**src/rtl/kgp_ctrl_pkg.sv**
```systemverilog
// Shared control-block definitions: sequencer state encoding and default timeouts.
package kgp_ctrl_pkg;

  localparam int unsigned DEFAULT_TIMEOUT_CYCLES = 16;

  typedef enum logic [2:0] {
    ST_FETCH  = 3'd0,
    ST_IWAIT  = 3'd1,
    ST_DECODE = 3'd2,
    ST_EXEC   = 3'd3,
    ST_MEM    = 3'd4,
    ST_WB     = 3'd5,
    ST_HALT   = 3'd6,
    ST_FAULT  = 3'd7
  } seq_state_t;

  function automatic logic is_wait_state(seq_state_t s);
    return (s == ST_IWAIT) || (s == ST_MEM);
  endfunction

endpackage

```
**src/rtl/pc_sequencer_if.sv**
```systemverilog
// Instruction/data memory handshake bundle between the sequencer and the memory side.
interface pc_sequencer_if;
  logic        imem_req;
  logic [31:0] imem_addr;
  logic        imem_ack;
  logic [31:0] imem_data;
  logic        dmem_req;
  logic        dmem_ack;

  modport master (
    output imem_req, imem_addr, dmem_req,
    input  imem_ack, imem_data, dmem_ack
  );

  modport slave (
    input  imem_req, imem_addr, dmem_req,
    output imem_ack, imem_data, dmem_ack
  );
endinterface

```
**src/rtl/wait_timer.sv**
```systemverilog
// Acknowledge wait counter: expired flags the cycle on which the count would reach LIMIT.
module wait_timer #(
  parameter int unsigned LIMIT = 16
) (
  input  logic clock,
  input  logic reset,
  input  logic clear,
  input  logic tick,
  output logic expired
);
  localparam int unsigned CW = $clog2(LIMIT + 1);

  logic [CW-1:0] count;

  always_ff @(posedge clock) begin
    if (reset || clear) count <= '0;
    else if (tick)      count <= count + 1'b1;
  end

  // Combinational so an ack in the same cycle (tick low) always beats the timeout.
  assign expired = tick && (count == CW'(LIMIT - 1));
endmodule

```
**src/rtl/pc_sequencer.sv**
```systemverilog
// Multi-cycle fetch/decode/execute sequencer owning the architectural PC.
// Optional retired-instruction counter enabled by macro PC_SEQ_RETIRE_COUNT_EN.
module pc_sequencer
  import kgp_ctrl_pkg::*;
#(
  parameter logic [31:0] RESET_PC       = 32'd0,
  parameter int unsigned TIMEOUT_CYCLES = DEFAULT_TIMEOUT_CYCLES
) (
  input  logic                   clock,
  input  logic                   reset,
  pc_sequencer_if.master         mem,
  output logic [31:0]            instr,
  input  logic                   dec_is_mem,
  input  logic                   dec_is_halt,
  input  logic [31:0]            pc_next_in,
  output logic [31:0]            pc,
  output logic                   flag_en,
  output logic                   reg_write,
  output logic [2:0]             state,
  output logic                   halted,
  output logic                   fault
`ifdef PC_SEQ_RETIRE_COUNT_EN
  ,
  output logic [31:0]            retired
`endif
);
  // state  | meaning
  // FETCH  | issue fetch request
  // IWAIT  | wait for imem_ack, capture instruction
  // DECODE | branch on halt
  // EXEC   | flag capture, branch on load/store
  // MEM    | wait for dmem_ack
  // WB     | register write, pc update
  // HALT   | absorbing, halted=1
  // FAULT  | absorbing, ack timeout

  seq_state_t cur, nxt;
  logic       timer_clear, timer_tick, timer_expired;

  always_ff @(posedge clock) begin
    if (reset) cur <= ST_FETCH;
    else       cur <= nxt;
  end

  always_comb begin
    nxt = cur;
    case (cur)
      ST_FETCH:  nxt = ST_IWAIT;
      ST_IWAIT:  if (mem.imem_ack) nxt = ST_DECODE;
                 else if (timer_expired) nxt = ST_FAULT;
      ST_DECODE: nxt = dec_is_halt ? ST_HALT : ST_EXEC;
      ST_EXEC:   nxt = dec_is_mem ? ST_MEM : ST_WB;
      ST_MEM:    if (mem.dmem_ack) nxt = ST_WB;
                 else if (timer_expired) nxt = ST_FAULT;
      ST_WB:     nxt = ST_FETCH;
      default:   nxt = cur;
    endcase
  end

  // Outputs are held low while reset is asserted, even though the state is already FETCH.
  always_comb begin
    mem.imem_req = 1'b0;
    mem.dmem_req = 1'b0;
    flag_en      = 1'b0;
    reg_write    = 1'b0;
    halted       = 1'b0;
    fault        = 1'b0;
    if (!reset) begin
      mem.imem_req = (cur == ST_FETCH) || (cur == ST_IWAIT);
      mem.dmem_req = (cur == ST_MEM);
      flag_en      = (cur == ST_EXEC);
      reg_write    = (cur == ST_WB);
      halted       = (cur == ST_HALT);
      fault        = (cur == ST_FAULT);
    end
  end

  assign timer_clear = !is_wait_state(cur);
  assign timer_tick  = (cur == ST_IWAIT) ? !mem.imem_ack :
                       (cur == ST_MEM)   ? !mem.dmem_ack : 1'b0;

  wait_timer #(.LIMIT(TIMEOUT_CYCLES)) u_wait_timer (
    .clock   (clock),
    .reset   (reset),
    .clear   (timer_clear),
    .tick    (timer_tick),
    .expired (timer_expired)
  );

  always_ff @(posedge clock) begin
    if (reset) begin
      pc    <= RESET_PC;
      instr <= '0;
    end else begin
      if (cur == ST_IWAIT && mem.imem_ack) instr <= mem.imem_data;
      if (cur == ST_WB)                    pc    <= pc_next_in;
    end
  end

  assign mem.imem_addr = pc;
  assign state         = cur;

`ifdef PC_SEQ_RETIRE_COUNT_EN
  always_ff @(posedge clock) begin
    if (reset)             retired <= '0;
    else if (cur == ST_WB) retired <= retired + 32'd1;
  end
`endif
endmodule
```
**src/flat_wrapper.sv**
```systemverilog
// flat-port wrapper written by rule: the top's interface ports become plain ports
module pc_sequencer_flat import kgp_ctrl_pkg::*;
#(
  parameter logic [31:0] RESET_PC       = 32'd0,
  parameter int unsigned TIMEOUT_CYCLES = DEFAULT_TIMEOUT_CYCLES
)
  (clock, reset, instr, dec_is_mem, dec_is_halt, pc_next_in, pc, flag_en, reg_write, state, halted, fault, mem_imem_req, mem_imem_addr, mem_dmem_req, mem_imem_ack, mem_imem_data, mem_dmem_ack);
  pc_sequencer_if mem_i ();
  input  logic clock;
  input  logic reset;
  output logic [31:0] instr;
  input  logic dec_is_mem;
  input  logic dec_is_halt;
  input  logic [31:0] pc_next_in;
  output logic [31:0] pc;
  output logic flag_en;
  output logic reg_write;
  output logic [2:0] state;
  output logic halted;
  output logic fault;
  output wire logic [$bits(mem_i.imem_req)-1:0] mem_imem_req;
  output wire logic [$bits(mem_i.imem_addr)-1:0] mem_imem_addr;
  output wire logic [$bits(mem_i.dmem_req)-1:0] mem_dmem_req;
  input wire logic [$bits(mem_i.imem_ack)-1:0] mem_imem_ack;
  input wire logic [$bits(mem_i.imem_data)-1:0] mem_imem_data;
  input wire logic [$bits(mem_i.dmem_ack)-1:0] mem_dmem_ack;
  assign mem_imem_req = mem_i.imem_req;
  assign mem_imem_addr = mem_i.imem_addr;
  assign mem_dmem_req = mem_i.dmem_req;
  assign mem_i.imem_ack = mem_imem_ack;
  assign mem_i.imem_data = mem_imem_data;
  assign mem_i.dmem_ack = mem_dmem_ack;
  pc_sequencer #(.RESET_PC(RESET_PC), .TIMEOUT_CYCLES(TIMEOUT_CYCLES)) u_core (.clock(clock), .reset(reset), .mem(mem_i), .instr(instr), .dec_is_mem(dec_is_mem), .dec_is_halt(dec_is_halt), .pc_next_in(pc_next_in), .pc(pc), .flag_en(flag_en), .reg_write(reg_write), .state(state), .halted(halted), .fault(fault));
endmodule
```
**config.mk**
```make
export PLATFORM = sky130hd
export DESIGN_NAME = pc_sequencer_flat
export DESIGN_NICKNAME = d
export VERILOG_FILES = /design/src/rtl/kgp_ctrl_pkg.sv /design/src/rtl/pc_sequencer_if.sv /design/src/rtl/wait_timer.sv /design/src/rtl/pc_sequencer.sv /design/src/flat_wrapper.sv
export SDC_FILE = /design/constraint.sdc
export NUM_CORES = 1
export LEC_CHECK = 0
export CAP_MARGIN = 15
export CELL_PAD_IN_SITES_DETAIL_PLACEMENT = 1
export CELL_PAD_IN_SITES_GLOBAL_PLACEMENT = 2
export CORE_ASPECT_RATIO = 0.7
export CORE_MARGIN = 4
export CORE_UTILIZATION = 19
export CTS_BUF_LIST = sky130_fd_sc_hd__clkbuf_8
export CTS_CLUSTER_SIZE = 16
export DETAILED_ROUTE_END_ITERATION = 10
export GPL_ROUTABILITY_DRIVEN = 0
export PLACE_DENSITY = 0.75
export SLEW_MARGIN = 20
export SYNTH_ARGS = -nofsm -noshare
export SYNTH_HDL_FRONTEND = slang
export SYNTH_HIERARCHICAL = 1
export SYNTH_SLANG_ARGS = --single-unit
```
**constraint.sdc**
```tcl
create_clock -name clock -period 2 [get_ports clock]
set_clock_uncertainty 0.2 [all_clocks]
set_input_delay 0.2 -clock clock [delete_from_list [all_inputs] [get_ports clock]]
set_output_delay 0.2 -clock clock [all_outputs]
set_load 0.01 [all_outputs]
```
Yosys cells after proc, flatten, opt, wreduce, memory -nomap -nowiden
Cells that the tools add are included.
- add/subtract/negate cells: 1
- eq/ne operators: 8
- multiplexer cells: 14
- reduce and logical (&&, ||, !) cells: 10
- operators by type and width (operator ; number):
    $pmux 3 s6 ; 1
    $eq 3x3->1 const B ; 4
    $mux 3 ; 4
    $mux 1 ; 9
    $eq 3x2->1 const B ; 2
    $reduce_bool 6->1 ; 1
    $add 5x1->5 const B ; 1
    $eq 5x4->1 const B ; 1
    $eq 3x1->1 const B ; 1
    $logic_not 1->1 ; 3
    $logic_not 3->1 ; 1
    $logic_or 1x1->1 ; 3
    $logic_and 1x1->1 ; 2
- bits in registers: 72
- input bits: 70
- output and inout port bits: 105
- logic and storage cells: 37

Logic depth before layout (Yosys ltp)
- word-level depth: 7
- gate-level depth with buffers: 10
- mapped depth without buffers: 8

Hierarchy
The synthesis kept the hierarchy.
- modules (own cells, without submodules) (module ; instances ; cells each ; area each (µm²) ; seq. area each (µm²)):
    pc_sequencer ; 1 ; 361 ; 2884.0 ; 1341.3
    wait_timer ; 1 ; 25 ; 272.8 ; 100.1

Worst setup path after synthesis
OpenSTA, ideal clock, no wires.
- path kind: register -> register
- from: register u_core.cur[2], in the netlist u_core/state[2]
- to: register u_core.cur[1], in the netlist u_core/state[1]
- setup time: 58 ps
- arrival: 1909 ps
- data required time: 1742 ps
- path slack: -167 ps
- cell stages (with the launch flop): 10
- clock period less this slack: 2167 ps
- cells stage by stage: dfxtp_1 > buf_6 > or2b_4 > o22a_1 > nor2_1 > buf_6 > and2_1 > inv_1 > o41ai_1 > o21a_1
- word-level cells in the longest chain between the ends: 7
- elaborated cells on any way between the ends: 14
- classes of those cells: 5 x eq/ne; 6 x mux; 3 x reduce/logical
- ends and longest elaborated chain (item ; RTL line ; text):
    from (decl) ; pc_sequencer.sv:37 ; seq_state_t cur, nxt;
    from (signal assigned) ; pc_sequencer.sv:42 ; else cur <= nxt;
    $eq 3x3->1 ; pc_sequencer.sv:80 ; (cur == ST_MEM) ? !mem.dmem_ack : 1'b0;
    $mux 1 ; pc_sequencer.sv:80 ;
    $mux 1 * ; pc_sequencer.sv:79 ; assign timer_tick = (cur == ST_IWAIT) ? !mem.imem_ack :
    named net u_core.timer_tick ; pc_sequencer.sv:38 ; logic timer_clear, timer_tick, timer_expired;
    $logic_and 1x1->1 * ; wait_timer.sv:21 ; assign expired = tick && (count == CW'(LIMIT - 1));
    named net u_core.timer_expired ; pc_sequencer.sv:38 ;
    $mux 3 * ; -- ;
    $mux 3, on equally long branches ; -- ;
    $pmux 3 s6 * ; pc_sequencer.sv:47 ; case (cur)
Mark *: on every way through the listed nets, which the timed path passes. The rest lies on a longest branch.
A chain may end at the register's enable or synchronous reset.

Worst setup path after layout
- from: register u_core.cur[2], in the netlist u_core/state[2]
- to: register u_core.u_wait_timer.count[3]
- elaborated cells on any way between the ends: 7
- classes of those cells: 2 x eq/ne; 2 x mux; 3 x reduce/logical
- RTL lines (item ; RTL line ; text):
    $eq 3x3->1 ; pc_sequencer.sv:80 ;
    $mux 1 ; pc_sequencer.sv:80 ;
    $mux 1 * ; pc_sequencer.sv:79 ;
    named net u_core.timer_tick ; pc_sequencer.sv:38 ;
    to (signal assigned) ; wait_timer.sv:17 ; else if (tick) count <= count + 1'b1;
    to (decl) ; wait_timer.sv:13 ; logic [CW-1:0] count;
Marks and branches as above.

==> flow_metrics.py <==
metrics = {
    "critical_path": {
        "cpPeakStageDelay_ns": 0.37,
        "cp-end-kind": "register",
        "r2r_setup_slack_ns": 0.08,
        "rr_startpoint": "u_core/state[2]",
        "cp_common_cell": "buf_4",
        "critPathBufInv": 2,
        "crit_chain": "or2b_4 > o22a_1 > nor2_2 > buf_4 > buf_4 > nand4_4 > mux2_4",
        "crit_required_ns": 2.04,
        "timing.rr.end": "u_core/u_wait_timer/count[3]",
        "worstSetupPathType": "reg -> reg",
        "critPathArrivalTime_ns": 1.96,
        "slowest_stage": "dfxtp_4",
        "r2r_cells": 7,
        "path_max_fanout": 7,
        "critPathTopFamily": "simple AND/OR/NAND/NOR gates",
        "setup.worst_path.start_class": "register",
    },
    "floorplanning": {
        "core-area_um2": 16300,
        "num_rows": 39,
        "fp.dieW_um": 162.1,
        "chipHeight_um": 115.8,
        "start_util": 0.1937,
        "ios": 175,
        "die-area_um2": 18770,
    },
    "sta": {
        "hold_viol": 0,
        "fmax_mhz": 519.6,
        "fin_crit_ns": 1.924,
        "rsz0062_at_grt": "true",
        "relSlewSlack": 0.6805,
        "layout_worst_path_cycle_share": 0.9622,
        "holdWs_ns": 0.1945,
        "setup_viol": 0,
        "slew_violations": 0,
        "tightest_slew_ns": 0.4793,
        "tns_ns": 0,
    },
    "power": {
        "vdd_drop_max_mv": 0.2519,
        "p_leak_nw": 1.785,
        "power_density_nw_per_um2": 646.4,
    },
    "clocking": {
        "clk_pin_slew_ns": 0.09,
        "clockBufferDepth": 2,
        "tritoncts.num_buffers": 9,
        "clk_latency_ns": 0.34,
        "clkSinkCount": 72,
        "cts-root-buf": "clkbuf_8",
        "cts_tree": "built",
        "h-tree-depth": 3,
    },
    "logic_synthesis": {
        "yosysSeqAreaShare": 0.4566,
        "synthesis.instances": 386,
        "synth_edf_count": 0,
        "syn_area_um2": 3157,
        "synthArstFlopShare": 0,
        "synth-seq-cells": 72,
        "syn_area_per_cell_um2": 8.178,
        "synth_warnings": 6,
        "ys.flop_type": "dfxtp_1",
        "synth_cell_types": 40,
        "synth_nets": 460,
    },
    "place": {
        "postPlaceCellArea_um2": 4896,
        "dpl.hpwl_um": 8187,
        "portBuffers": 174,
    },
    "min_path": {
        "hold_depth": 3,
        "hp-class": "in -> reg",
        "min_delay_worst_endpoint": "u_core/instr[24]",
        "min-delay-start": "mem_imem_data[24]",
    },
    "drt": {
        "viasPerCell": 4.010,
        "via_count": 3064,
        "post_drt_wl_per_cell_um": 14.36,
        "drc": 0,
        "ant_nets": 0,
        "wl_um": 10970,
        "dr.first_iter.drc_count": 100,
        "first_pass_iters": 3,
    },
    "global_routing": {
        "grt_use_total": 0.1145,
        "grt_pass1_wl_um": 17090,
        "grt_max_degree": 36,
        "grt_overflow": 0,
        "grt_pass1_vias": 3212,
        "antenna_found_initial": 0,
    },
    "finish": {
        "final_area_um2": 5167,
        "finalNetCount": 608,
        "antenna_cells": 0,
        "final_util": 0.3171,
        "drive_gt1_frac": 0.1280,
        "fillers": 1956,
        "syn_to_final_growth_pct": 63.69,
    },
    "status": {
        "run_status": "finished, final reports clean",
    },
    "job": {
        "drv_cap": 0,
    },
}
==> cells in the mapped netlist (2+ instances only) <==
| library cell | count | area share |
|---|---|---|
| nor3_1 | 2 | 0.0032 |
| o21ai_0 | 2 | 0.0032 |
| buf_4 | 35 | 0.083 |
| a21oi_2 | 12 | 0.033 |
| nor2_1 | 10 | 0.012 |
| nand3b_1 | 2 | 0.0048 |
| clkbuf_1 | 8 | 0.0095 |
| o21bai_1 | 2 | 0.0048 |
| and2_1 | 2 | 0.0040 |
| ha_1 | 4 | 0.016 |
| dfxtp_1 | 72 | 0.46 |
| buf_8 | 3 | 0.014 |
| buf_6 | 4 | 0.014 |
| buf_2 | 7 | 0.011 |
| a21oi_1 | 57 | 0.090 |
| nand2b_1 | 3 | 0.0059 |
| inv_1 | 6 | 0.0071 |
| nand2_1 | 133 | 0.16 |
==> registers in the layout, summed over array words and instances (netlist names) <==
register / count
u_core/instr: 32
u_core/mem.imem_addr: 32
u_core/state: 3
u_core/u_wait_timer/count: 5
==> logic make-up after synthesis <==
| logic type | share of synthesized area |
|---|---|
| buffers and inverters | 0.1395 |
| flip-flops | 0.4566 |
| AND/OR/NAND/NOR | 0.2140 |
| XOR/XNOR | 0.002775 |
| multiplexers | 0.01149 |
| adder cells (fa/ha/maj) | 0.01585 |
| AO/OA/AOI/OAI | 0.1597 |
==> cell type report <==
cell class | instances | area (µm²) | share of cell area
clock inverters | 7 | 100.1 | 0.01937
repair buffers | 194 | 1888 | 0.3654
clock buffers | 9 | 123.9 | 0.02397
multi-input cells | 251 | 1303 | 0.2521
flip-flops and latches | 72 | 1449 | 0.2804
well taps | 225 | 281.5 | 0.05448
inverters | 6 | 22.52 | 0.004358
==> through the flow <==
stage | cells | total power [mW] | setup WS, ns
floorplan | 386 | 1.758 | -0.04238
global placement | 743 | 2.032 | 0.1028
detailed placement | 743 | 2.044 | 0.04390
CTS | 760 | 3.431 | 0.01824
global route | 764 | 3.537 | -0.02231
finish | 764 | 3.340 | 0.07559
==> cell usage in the layout, fill, tap and decap left out, types with 3 or more instances in the layout <==
master	Yosys	routed
nand2b_1	3	3
nor2_1	10	7
dfxtp_2	0	3
inv_6	0	3
nor2_2	0	3
clkbuf_8	0	9
nand2_1	133	133
clkdlybuf4s50_1	0	167
a21oi_1	57	57
inv_1	6	6
buf_4	35	17
clkbuf_2	0	3
ha_1	4	4
dfxtp_1	72	68
a21oi_2	12	12
==> worst max path at each step <==
stage	start	endpoint	cells after the start
after floorplan	u_core/state[2]	u_core/state[0]	10
after global placement	mem_imem_ack	u_core/state[0]	8
after detailed placement	mem_imem_ack	u_core/state[0]	8
after CTS	u_core/state[0]	flag_en	5
after global routing	u_core/state[2]	u_core/state[0]	8
final	u_core/state[2]	u_core/u_wait_timer/count[3]	7
==> tightest hold or removal path, stage by stage <==
cell	delay, ns
clkdlybuf4s50_1	0.40
nand2_1	0.06
a21oi_1	0.05
==> per-layer routing <==
| layer | track usage | part of all wire | wire length (µm) |
|---|---|---|---|
| met5 | 0 | 0 | 0 |
| met4 | 0.03324 | 0.0050 | 55 |
| met3 | 0.05155 | 0.086 | 945 |
| met2 | 0.1844 | 0.46 | 5043 |
| met1 | 0.1396 | 0.45 | 4927 |
==> power breakdown <==
| group | internal [mW] | switching (mW) | total [mW] |
|---|---|---|---|
| sequential | 1.48 | 0.0256 | 1.50 |
| clock | 0.716 | 0.613 | 1.33 |
| combinational | 0.283 | 0.225 | 0.508 |
==> timing repair <==
item / 4_1_cts / 5_1_grt
buffers inserted: 0 / 4
gates resized for setup: 8 / 14
pin swaps: 0 / 6
setup endpoints to repair: 6 / 7
hold endpoints to repair: 3 / 0
hold buffers: 1 / 0
Note: power is estimated with default switching activity, not from simulation.
